[src/rtl/trig_seq_pkg.sv]
// ----------------------------------------------------------------------------
// trig_seq_pkg
// Shared definitions for the sequential trigger engine: state encoding,
// sequence-mode constants, edge-polarity constants and small decode helpers.
// ----------------------------------------------------------------------------
package trig_seq_pkg;

    // Fixed encodings: software reads state_o directly.
    typedef enum logic [2:0] {
        ST_IDLE     = 3'd0,
        ST_WAIT_ARM = 3'd1,
        ST_WAIT_A   = 3'd2,
        ST_DELAY    = 3'd3,
        ST_WAIT_B   = 3'd4,
        ST_HOLDOFF  = 3'd5,
        ST_DONE     = 3'd6
    } trig_state_e;

    // seq_mode values; bit0 enables the delay stage, bit1 the B-count stage.
    localparam logic [1:0] MODE_A            = 2'd0;
    localparam logic [1:0] MODE_A_DELAY      = 2'd1;
    localparam logic [1:0] MODE_A_BCNT       = 2'd2;
    localparam logic [1:0] MODE_A_DELAY_BCNT = 2'd3;

    localparam logic POL_FALL = 1'b0;
    localparam logic POL_RISE = 1'b1;

    function automatic logic mode_has_delay(input logic [1:0] mode);
        return |(mode & MODE_A_DELAY);
    endfunction

    function automatic logic mode_has_bcnt(input logic [1:0] mode);
        return |(mode & MODE_A_BCNT);
    endfunction

    function automatic logic state_is_armed(input trig_state_e st);
        return (st == ST_WAIT_A) || (st == ST_DELAY) || (st == ST_WAIT_B);
    endfunction

endpackage

[src/rtl/trig_seq_engine_edge_sel.sv]
// ----------------------------------------------------------------------------
// trig_edge_sel
// Selects one event source, registers it, and detects a rising or falling
// edge against the previous registered value.
//
// Ports:
//   rxclk, rst_n : clock, asynchronous active-low reset
//   src_in       : raw sources (synchronous to rxclk)
//   pat_match    : pattern-match virtual source (index N_SRC)
//   sel          : source index; indices above N_SRC read constant 0
//   pol          : POL_RISE / POL_FALL
//   edge_det     : combinational edge flag, valid one cycle after the source
//                  change is sampled
// ----------------------------------------------------------------------------
module trig_edge_sel
    import trig_seq_pkg::*;
#(
    parameter int N_SRC = 16,
    parameter int SEL_W = 5
) (
    input  logic             rxclk,
    input  logic             rst_n,
    input  logic [N_SRC-1:0] src_in,
    input  logic             pat_match,
    input  logic [SEL_W-1:0] sel,
    input  logic             pol,
    output logic             edge_det
);

    logic mux_d;
    logic cur_q;
    logic prev_q;

    // NOTE: every variable assigned in always_comb gets a default first so
    // no path can hold a stale value and infer a latch.
    always_comb begin
        mux_d = 1'b0;
        for (int i = 0; i < N_SRC; i++) begin
            if (sel == SEL_W'(i)) mux_d = src_in[i];
        end
        if (sel == SEL_W'(N_SRC)) mux_d = pat_match;
    end

    // NOTE: sequential state uses non-blocking assignments so every register
    // samples the pre-edge value of the others (prev_q gets the old cur_q).
    always_ff @(posedge rxclk or negedge rst_n) begin
        if (!rst_n) begin
            cur_q  <= 1'b0;
            prev_q <= 1'b0;
        end else begin
            cur_q  <= mux_d;
            prev_q <= cur_q;
        end
    end

    assign edge_det = (pol == POL_RISE) ? (cur_q & ~prev_q) : (~cur_q & prev_q);

endmodule

[src/rtl/trig_seq_engine.sv]
// ----------------------------------------------------------------------------
// trig_seq_engine
// Sequential trigger engine: arm -> A -> delay -> B-count -> fire -> holdoff.
// Emits a one-cycle trigger pulse and counts triggers fired.
//
// Optional feature macro: TRIG_SEQ_PATTERN_EN
//   defined   : registered pattern comparator over src_in, selectable as
//               source index N_SRC (one extra cycle of latency)
//   undefined : pat_val / pat_mask unused, index N_SRC reads 0
//
// Ports:
//   rxclk, rst_n             : clock, asynchronous active-low reset
//   enable                   : run; config latched on rise, low forces IDLE
//   src_in                   : trigger sources (synchronous to rxclk)
//   arm_en                   : 1 = wait for arm event before A
//   arm_sel/a_sel/b_sel      : source indices
//   arm_pol/a_pol/b_pol      : 1 = rising, 0 = falling
//   seq_mode                 : 0 A, 1 A+delay, 2 A+B count, 3 A+delay+B count
//   delay_cyc/b_count/holdoff_cyc : stage lengths
//   single                   : stop in DONE after one trigger
//   rearm                    : DONE -> re-enter the arm/A wait
//   pat_val/pat_mask         : pattern compare value / compare mask
//   trig_out                 : one-cycle trigger pulse
//   armed                    : high in WAIT_A, DELAY, WAIT_B
//   state_o                  : current state encoding
//   trig_cnt                 : trigger count, wraps
// ----------------------------------------------------------------------------
module trig_seq_engine
    import trig_seq_pkg::*;
#(
    parameter int N_SRC = 16,
    parameter int SEL_W = 5,
    parameter int CNT_W = 32
) (
    input  logic             rxclk,
    input  logic             rst_n,
    input  logic             enable,
    input  logic [N_SRC-1:0] src_in,
    input  logic             arm_en,
    input  logic [SEL_W-1:0] arm_sel,
    input  logic [SEL_W-1:0] a_sel,
    input  logic [SEL_W-1:0] b_sel,
    input  logic             arm_pol,
    input  logic             a_pol,
    input  logic             b_pol,
    input  logic [1:0]       seq_mode,
    input  logic [CNT_W-1:0] delay_cyc,
    input  logic [CNT_W-1:0] b_count,
    input  logic [CNT_W-1:0] holdoff_cyc,
    input  logic             single,
    input  logic             rearm,
    input  logic [N_SRC-1:0] pat_val,
    input  logic [N_SRC-1:0] pat_mask,
    output logic             trig_out,
    output logic             armed,
    output logic [2:0]       state_o,
    output logic [31:0]      trig_cnt
);

    trig_state_e      state_q, state_d;
    logic             enable_q;
    logic             cfg_load;

    // Latched configuration
    logic             arm_en_q;
    logic [SEL_W-1:0] arm_sel_q, a_sel_q, b_sel_q;
    logic             arm_pol_q, a_pol_q, b_pol_q;
    logic [1:0]       mode_q;
    logic [CNT_W-1:0] delay_q, bcount_q, holdoff_q;
    logic             single_q;

    logic [CNT_W-1:0] cnt_q;    // DELAY / HOLDOFF cycle counter
    logic [CNT_W-1:0] bcnt_q;   // B edges counted in WAIT_B
    logic             trig_q;
    logic             armed_q;
    logic [31:0]      trig_cnt_q;

    logic             fire;
    logic             trig_d;
    logic             armed_d;
    logic             cnt_clr;

    logic [CNT_W-1:0] delay_last, holdoff_last, b_last;
    trig_state_e      resume_st;  // where a fire / holdoff returns to
    trig_state_e      rearm_st;

    logic             arm_edge, a_edge, b_edge;
    logic             pat_q;

    // While IDLE the selectors follow the live inputs so that the edge
    // registers already hold the chosen source when config is latched;
    // otherwise switching sources would look like a spurious edge.
    logic             in_idle;
    logic [SEL_W-1:0] arm_sel_eff, a_sel_eff, b_sel_eff;
    logic             arm_pol_eff, a_pol_eff, b_pol_eff;

    assign in_idle     = (state_q == ST_IDLE);
    assign arm_sel_eff = in_idle ? arm_sel : arm_sel_q;
    assign a_sel_eff   = in_idle ? a_sel   : a_sel_q;
    assign b_sel_eff   = in_idle ? b_sel   : b_sel_q;
    assign arm_pol_eff = in_idle ? arm_pol : arm_pol_q;
    assign a_pol_eff   = in_idle ? a_pol   : a_pol_q;
    assign b_pol_eff   = in_idle ? b_pol   : b_pol_q;

    assign cfg_load = in_idle && enable && !enable_q;

    // ------------------------------------------------------------------
    // Pattern comparator (virtual source N_SRC)
    // ------------------------------------------------------------------
`ifdef TRIG_SEQ_PATTERN_EN
    logic [N_SRC-1:0] pat_val_q, pat_mask_q;
    logic [N_SRC-1:0] pat_val_eff, pat_mask_eff;

    assign pat_val_eff  = in_idle ? pat_val  : pat_val_q;
    assign pat_mask_eff = in_idle ? pat_mask : pat_mask_q;

    always_ff @(posedge rxclk or negedge rst_n) begin
        if (!rst_n) begin
            pat_val_q  <= '0;
            pat_mask_q <= '0;
            pat_q      <= 1'b0;
        end else begin
            if (cfg_load) begin
                pat_val_q  <= pat_val;
                pat_mask_q <= pat_mask;
            end
            // src_in is already synchronous, so compare it directly.
            pat_q <= (((src_in ^ pat_val_eff) & pat_mask_eff) == '0);
        end
    end
`else
    logic unused_pat;
    assign unused_pat = ^{pat_val, pat_mask};
    assign pat_q      = 1'b0;
`endif

    // ------------------------------------------------------------------
    // Event edge selectors
    // ------------------------------------------------------------------
    trig_edge_sel #(.N_SRC(N_SRC), .SEL_W(SEL_W)) u_arm_sel (
        .rxclk     (rxclk),
        .rst_n     (rst_n),
        .src_in    (src_in),
        .pat_match (pat_q),
        .sel       (arm_sel_eff),
        .pol       (arm_pol_eff),
        .edge_det  (arm_edge)
    );

    trig_edge_sel #(.N_SRC(N_SRC), .SEL_W(SEL_W)) u_a_sel (
        .rxclk     (rxclk),
        .rst_n     (rst_n),
        .src_in    (src_in),
        .pat_match (pat_q),
        .sel       (a_sel_eff),
        .pol       (a_pol_eff),
        .edge_det  (a_edge)
    );

    trig_edge_sel #(.N_SRC(N_SRC), .SEL_W(SEL_W)) u_b_sel (
        .rxclk     (rxclk),
        .rst_n     (rst_n),
        .src_in    (src_in),
        .pat_match (pat_q),
        .sel       (b_sel_eff),
        .pol       (b_pol_eff),
        .edge_det  (b_edge)
    );

    // ------------------------------------------------------------------
    // Next-state logic
    // ------------------------------------------------------------------
    assign delay_last   = delay_q - 1'b1;
    assign holdoff_last = holdoff_q - 1'b1;
    assign b_last       = (bcount_q == '0) ? '0 : bcount_q - 1'b1;  // 0 acts as 1
    assign rearm_st     = arm_en_q ? ST_WAIT_ARM : ST_WAIT_A;
    assign resume_st    = single_q ? ST_DONE : rearm_st;

    // Each state only looks at its own event, which gives arm priority over
    // A and A priority over B when edges coincide.
    always_comb begin
        state_d = state_q;
        fire    = 1'b0;
        if (!enable) begin
            state_d = ST_IDLE;
        end else begin
            case (state_q)
                ST_IDLE: begin
                    if (cfg_load) state_d = arm_en ? ST_WAIT_ARM : ST_WAIT_A;
                end
                ST_WAIT_ARM: begin
                    if (arm_edge) state_d = ST_WAIT_A;
                end
                ST_WAIT_A: begin
                    if (a_edge) begin
                        if (mode_has_delay(mode_q) && (delay_q != '0)) state_d = ST_DELAY;
                        else if (mode_has_bcnt(mode_q))                state_d = ST_WAIT_B;
                        else                                           fire    = 1'b1;
                    end
                end
                ST_DELAY: begin
                    if (cnt_q == delay_last) begin
                        if (mode_has_bcnt(mode_q)) state_d = ST_WAIT_B;
                        else                       fire    = 1'b1;
                    end
                end
                ST_WAIT_B: begin
                    if (b_edge && (bcnt_q == b_last)) fire = 1'b1;
                end
                ST_HOLDOFF: begin
                    if (cnt_q == holdoff_last) state_d = resume_st;
                end
                ST_DONE: begin
                    if (rearm) state_d = rearm_st;
                end
                default: state_d = ST_IDLE;
            endcase
            if (fire) state_d = (holdoff_q != '0) ? ST_HOLDOFF : resume_st;
        end
    end

    // ------------------------------------------------------------------
    // Output logic (registered below)
    // ------------------------------------------------------------------
    always_comb begin
        trig_d  = fire;
        armed_d = state_is_armed(state_d);
        cnt_clr = (state_d != state_q);
    end

    // ------------------------------------------------------------------
    // State, counters, config and output registers
    // ------------------------------------------------------------------
    // NOTE: config registers are reset too, even though they are always
    // loaded before use, so the block powers up in a known, X-free state.
    always_ff @(posedge rxclk or negedge rst_n) begin
        if (!rst_n) begin
            state_q    <= ST_IDLE;
            enable_q   <= 1'b0;
            arm_en_q   <= 1'b0;
            arm_sel_q  <= '0;
            a_sel_q    <= '0;
            b_sel_q    <= '0;
            arm_pol_q  <= POL_FALL;
            a_pol_q    <= POL_FALL;
            b_pol_q    <= POL_FALL;
            mode_q     <= MODE_A;
            delay_q    <= '0;
            bcount_q   <= '0;
            holdoff_q  <= '0;
            single_q   <= 1'b0;
            cnt_q      <= '0;
            bcnt_q     <= '0;
            trig_q     <= 1'b0;
            armed_q    <= 1'b0;
            trig_cnt_q <= '0;
        end else begin
            state_q  <= state_d;
            enable_q <= enable;
            trig_q   <= trig_d;
            armed_q  <= armed_d;

            if (cfg_load) begin
                arm_en_q  <= arm_en;
                arm_sel_q <= arm_sel;
                a_sel_q   <= a_sel;
                b_sel_q   <= b_sel;
                arm_pol_q <= arm_pol;
                a_pol_q   <= a_pol;
                b_pol_q   <= b_pol;
                mode_q    <= seq_mode;
                delay_q   <= delay_cyc;
                bcount_q  <= b_count;
                holdoff_q <= holdoff_cyc;
                single_q  <= single;
            end

            // Any state change (including enable low -> IDLE) restarts counters.
            if (cnt_clr) begin
                cnt_q  <= '0;
                bcnt_q <= '0;
            end else begin
                if ((state_q == ST_DELAY) || (state_q == ST_HOLDOFF)) cnt_q <= cnt_q + 1'b1;
                if ((state_q == ST_WAIT_B) && b_edge) bcnt_q <= bcnt_q + 1'b1;
            end

            if (fire) trig_cnt_q <= trig_cnt_q + 1'b1;
        end
    end

    assign trig_out = trig_q;
    assign armed    = armed_q;
    assign state_o  = state_q;
    assign trig_cnt = trig_cnt_q;

endmodule

[config.mk]
export PLATFORM = sky130hd
export DESIGN_NAME = trig_seq_engine
export DESIGN_NICKNAME = d
export VERILOG_FILES = /design/src/rtl/trig_seq_pkg.sv /design/src/rtl/trig_seq_engine_edge_sel.sv /design/src/rtl/trig_seq_engine.sv
export SDC_FILE = /design/constraint.sdc
export NUM_CORES = 1
export LEC_CHECK = 0
export ABC_AREA = 1
export BUFFER_PORTS_ARGS = -buffer_cell sky130_fd_sc_hd__buf_2
export CORE_MARGIN = 5
export CORE_UTILIZATION = 47
export DETAILED_ROUTE_END_ITERATION = 10
export PLACE_DENSITY = 0.7
export SYNTH_ARGS = -nofsm -noshare
export SYNTH_HDL_FRONTEND = slang
export SYNTH_SLANG_ARGS = --single-unit
export TNS_END_PERCENT = 100
[constraint.sdc]
create_clock -name rxclk -period 8.05 [get_ports rxclk]
set_input_delay 1.61 -clock rxclk [delete_from_list [all_inputs] [get_ports rxclk]]
set_output_delay 1.61 -clock rxclk [all_outputs]
set_load 0.02 [all_outputs]
==> metrics.md <==
| Metric | Value |
|---|---|
| Critical path's top delay family | simple AND/OR/NAND/NOR gates |
| Gr ovfl total | 0 |
| Mapped Area | between 15000 and 20000 µm² |
| Post-synthesis net count | 2668 |
| Via Count | 16.46k |
| Root Driver | clkbuf_16 |
| Drt wl/cell | ~16 µm |
| CTS Buffer Depth | 3 |
| Most used cell, CP | nor2_1 |
| Die ar. | ~38000 µm² |
| RSZ-0062 raised after global routing | false |
| Sink Count | between 200 and 250 |
| Setup TNS | 0 ns |
| Static Leak | between 8 and 9 nW |
| Fin nets | around 2.8k |
| Fin crit share | 0.5771 |
| Synth area leaders | dfrtp_1 35%, nand2_1 19%, nor2_1 8.5%, inv_1 6.2%, xor2_1 6.0% |
| Ys async rst share | 1.000 |
| Initial antenna violation count | 3 |
| Largest net degree at the start of global routing | between 100 and 150 |
| Total CTS buffers | 27 |
| Count leader, synth | nand2_1 |
| Cell variety after synth | 48 |
| Req. time, crit path | 8.50 ns |
| TritonRoute pass-1 iters | 5 |
| Final Critical Period | roughly 4.6 ns |
| I/O pins | about 210 |
| Starting DRC count in detailed routing | ~1.2k |
| PnR Total Power | approximately 0.0059 W |
| Global-route wire length before repair | 79780 µm |
| Core Region | 34370 µm² |
| Critical setup path kind | flip-flop to flip-flop |
| Xor-xnor portion of the synthesized cell area | 0.08012 |
| Finished Layout Cells | ~3.1k |
| Drt via density | 5.273 |
| Worst min path class | flip-flop to flip-flop |
| Final instance area | approximately 18000 µm² |
| Power Dens Cells | 321.1 nW/µm² |
| Total track usage | 0.2487 |
| Vias in the first global route | ~15k |
| Avg Synthesized Cell Area | roughly 6.5 µm² |
| Reg2reg setup slack | 3.40 ns |
| FF-to-FF path depth | 22 |
| Max cap viols | 0 |
| #FFs+latches synth | ~230 |
| Critical path launch point type | flip-flop |
| Antenna fix cells | 0 |
| Gpl congestion | around 0.95 |
| Hold Buf Count CTS | 0 |
| Cell taking the most area after synthesis | dfrtp_1 |
| HPWL Detailed | roughly 38000 µm |
| Cell Area, Placed | around 18000 µm² |
| Initial core utilization | 0.4739 |
| Post-synthesis compound-gate area fraction | 0.06069 |
| Die span in x | roughly 200 µm |
| Ys Warns | 0 |
| Post-CTS sizing | 0 |
| Clock slew at reported path FFs | approximately 0.06 ns |
| Register area share after synthesis | 0.3472 |
| Post-synthesis simple-gate area fraction | 0.4246 |
| Critical Path AT | approximately 5.1 ns |
| HP Start | u_a_sel.cur_q |
| Routed Antenna Nets | 0 |
| Port buffer count | 174 |
| Hold Crit Depth | 0 |
| # setup viols final | 0 |
| CTS tree | done |
| Cells along the critical path | inv_1 -> ha_1 -> nand2_2 -> nor2_4 -> nand2_4 -> nor2_8 -> inv_4 -> nand3_1 -> nor2_1 -> nor2_1 -> nand2_1 -> nor2_1 -> nand2_1 -> nor2_1 -> nand4_1 -> nand3_2 -> nand2_1 -> nand3_1 -> nand2_1 -> nand2_2 -> nand3_4 -> nor2_1 |
| CP max stage delay | approximately 0.72 ns |
| Outcome | complete, no violations |
| Setup Skew | between 0.01 and 0.015 ns |
| Worst Hold End | u_a_sel.prev_q |
| Buf/Inv on CP | 2 |
| Slew Limit Fails | 0 |
| Setup bufs post-CTS | 0 |
| Share of post-route cells with drive strength above 1 | 0.1215 |
| Share of the synthesized area in the top cell type | 0.3472 |
| Final Hold Vio Count | 0 |
| R2r endpoint | cnt_q[23] |
| Mapped Cells | between 2k and 2.5k |
| Final wirelength | ~48000 µm |
| Adder-cell area share of the yosys netlist | 0.004609 |
| Most common library cells after synthesis | 827 x nand2_1, 370 x nor2_1, 267 x inv_1 |
| Worst-Skew Late Latency | roughly 0.55 ns |
| Post-synth EDFFs | 0 |
| Fmax | between 200 and 250 MHz |
| Area growth, synth to finish | 12.77% |
| Final routed DRC violation total | 0 |
| Max_slew headroom | 0.3292 |
| Tightest Pin Transition | slightly above 1 ns |
| Cell Count Post-Placement | between 3k and 4k |
| Multiplexer area fraction after synthesis | 0.001844 |
| FP Rows | roughly 70 |
| Combinational family with the most area after synthesis | simple AND/OR/NAND/NOR gates |
| Worst setup EP type | flip-flop |
| Die height | roughly 200 µm |
| Crit-path max FO | 64 |
| Cell at the slowest stage of the critical path | nand3_4 |
| Reg2reg start | bcount_q[0] |
| Top_reg_cell synth | dfrtp_1 |
| Worst vdd ir | around 0.26 mV |
| H-tree levels | 1 |
placed cells by master, fill, tap and decap left out, types with 6 or more instances in the layout:
| cell | count |
|---|---|
| inv_1 | 267 |
| xnor2_1 | 37 |
| nand3_1 | 137 |
| o21bai_1 | 8 |
| nor2_1 | 370 |
| buf_2 | 173 |
| clkbuf_1 | 7 |
| o21ai_0 | 133 |
| nor3_1 | 42 |
| dfrtp_1 | 226 |
| or2_2 | 12 |
| nand2_1 | 827 |
| and3_1 | 6 |
| clkinv_2 | 7 |
| nor4_1 | 18 |
| xor2_1 | 112 |
| nand2_2 | 9 |
| ha_1 | 6 |
| clkbuf_16 | 27 |
| inv_2 | 7 |
| a21oi_1 | 11 |
| nand3b_1 | 15 |
| nor2_2 | 50 |
| nor3_2 | 6 |
| nand4_1 | 85 |
final cells by class:
cell class / count / area, µm²
Inverter: 275 / 1035
Clock inverter: 12 / 120.1
Tap cell: 455 / 569.3
Fill cell: 3538 / 16010
Clock buffer: 36 / 729.5
Sequential cell: 226 / 5655
Multi-Input combinational cell: 1937 / 9320
Timing Repair Buffer: 180 / 938.4
how the worst max path moves through the flow:
stage | from | end | slack, ns | cells past startpoint
2_1_floorplan | b_pol | bcnt_q[31] | 4.49 | 17
3_3_place_gp | b_pol | cnt_q[29] | 3.51 | 16
3_5_place_dp | b_pol | cnt_q[23] | 3.43 | 16
4_1_cts | bcount_q[0] | bcnt_q[28] | 3.45 | 22
5_1_grt | bcount_q[0] | cnt_q[25] | 3.00 | 22
6_report | bcount_q[0] | cnt_q[23] | 3.40 | 22
registers in the layout, summed over array words and instances (netlist names), 2 cells and up:
register and cells:
delay_q 32, bcount_q 32, holdoff_q 32, bcnt_q 32, mode_q 2, a_sel_q 5
arm_sel_q 5, cnt_q 32, b_sel_q 5, trig_cnt 32, state_o 3
worst reg2reg max path, delay by kind of cell, from the launching register on:
family	cells	cell delay, ns
AND/OR/NAND/NOR	19	3.43
flip-flops	1	0.39
buffers and inverters	2	0.36
adder cells (fa/ha/maj)	1	0.36
power by group:
| group | switching (W) | internal, W |
|---|---|---|
| sequential | 0.000406 | 0.00147 |
| combinational | 0.00192 | 0.000912 |
| clock | 0.000493 | 0.000698 |
through the flow:
step	utilization	hold WS [ns]	worst slack (ns)
after detailed placement	0.5096	0.3620	3.426
after global routing	0.5344	0.3912	2.995
after global placement	0.5096	0.3620	3.511
final	0.5344	0.3730	3.404
after floorplan	-	0.3537	4.494
after CTS	0.5344	0.3754	3.449
routing by layer:
layer / global-route usage / share of wire
met1: 0.3855 / 0.50
met5: 0 / 0.00099
met2: 0.3733 / 0.42
met3: 0.03366 / 0.065
met4: 0.04629 / 0.018
logic make-up after synthesis:
| kind of cell | after synthesis |
|---|---|
| buffers and inverters | 329 |
| xor gates and xnor gates | 149 |
| DFF | 226 |
| AOI/OAI and AO/OA | 179 |
| adders and majority gates | 6 |
| and+or+nand+nor | 1600 |
| muxes | 3 |
Power figures use the tool's default switching activity.
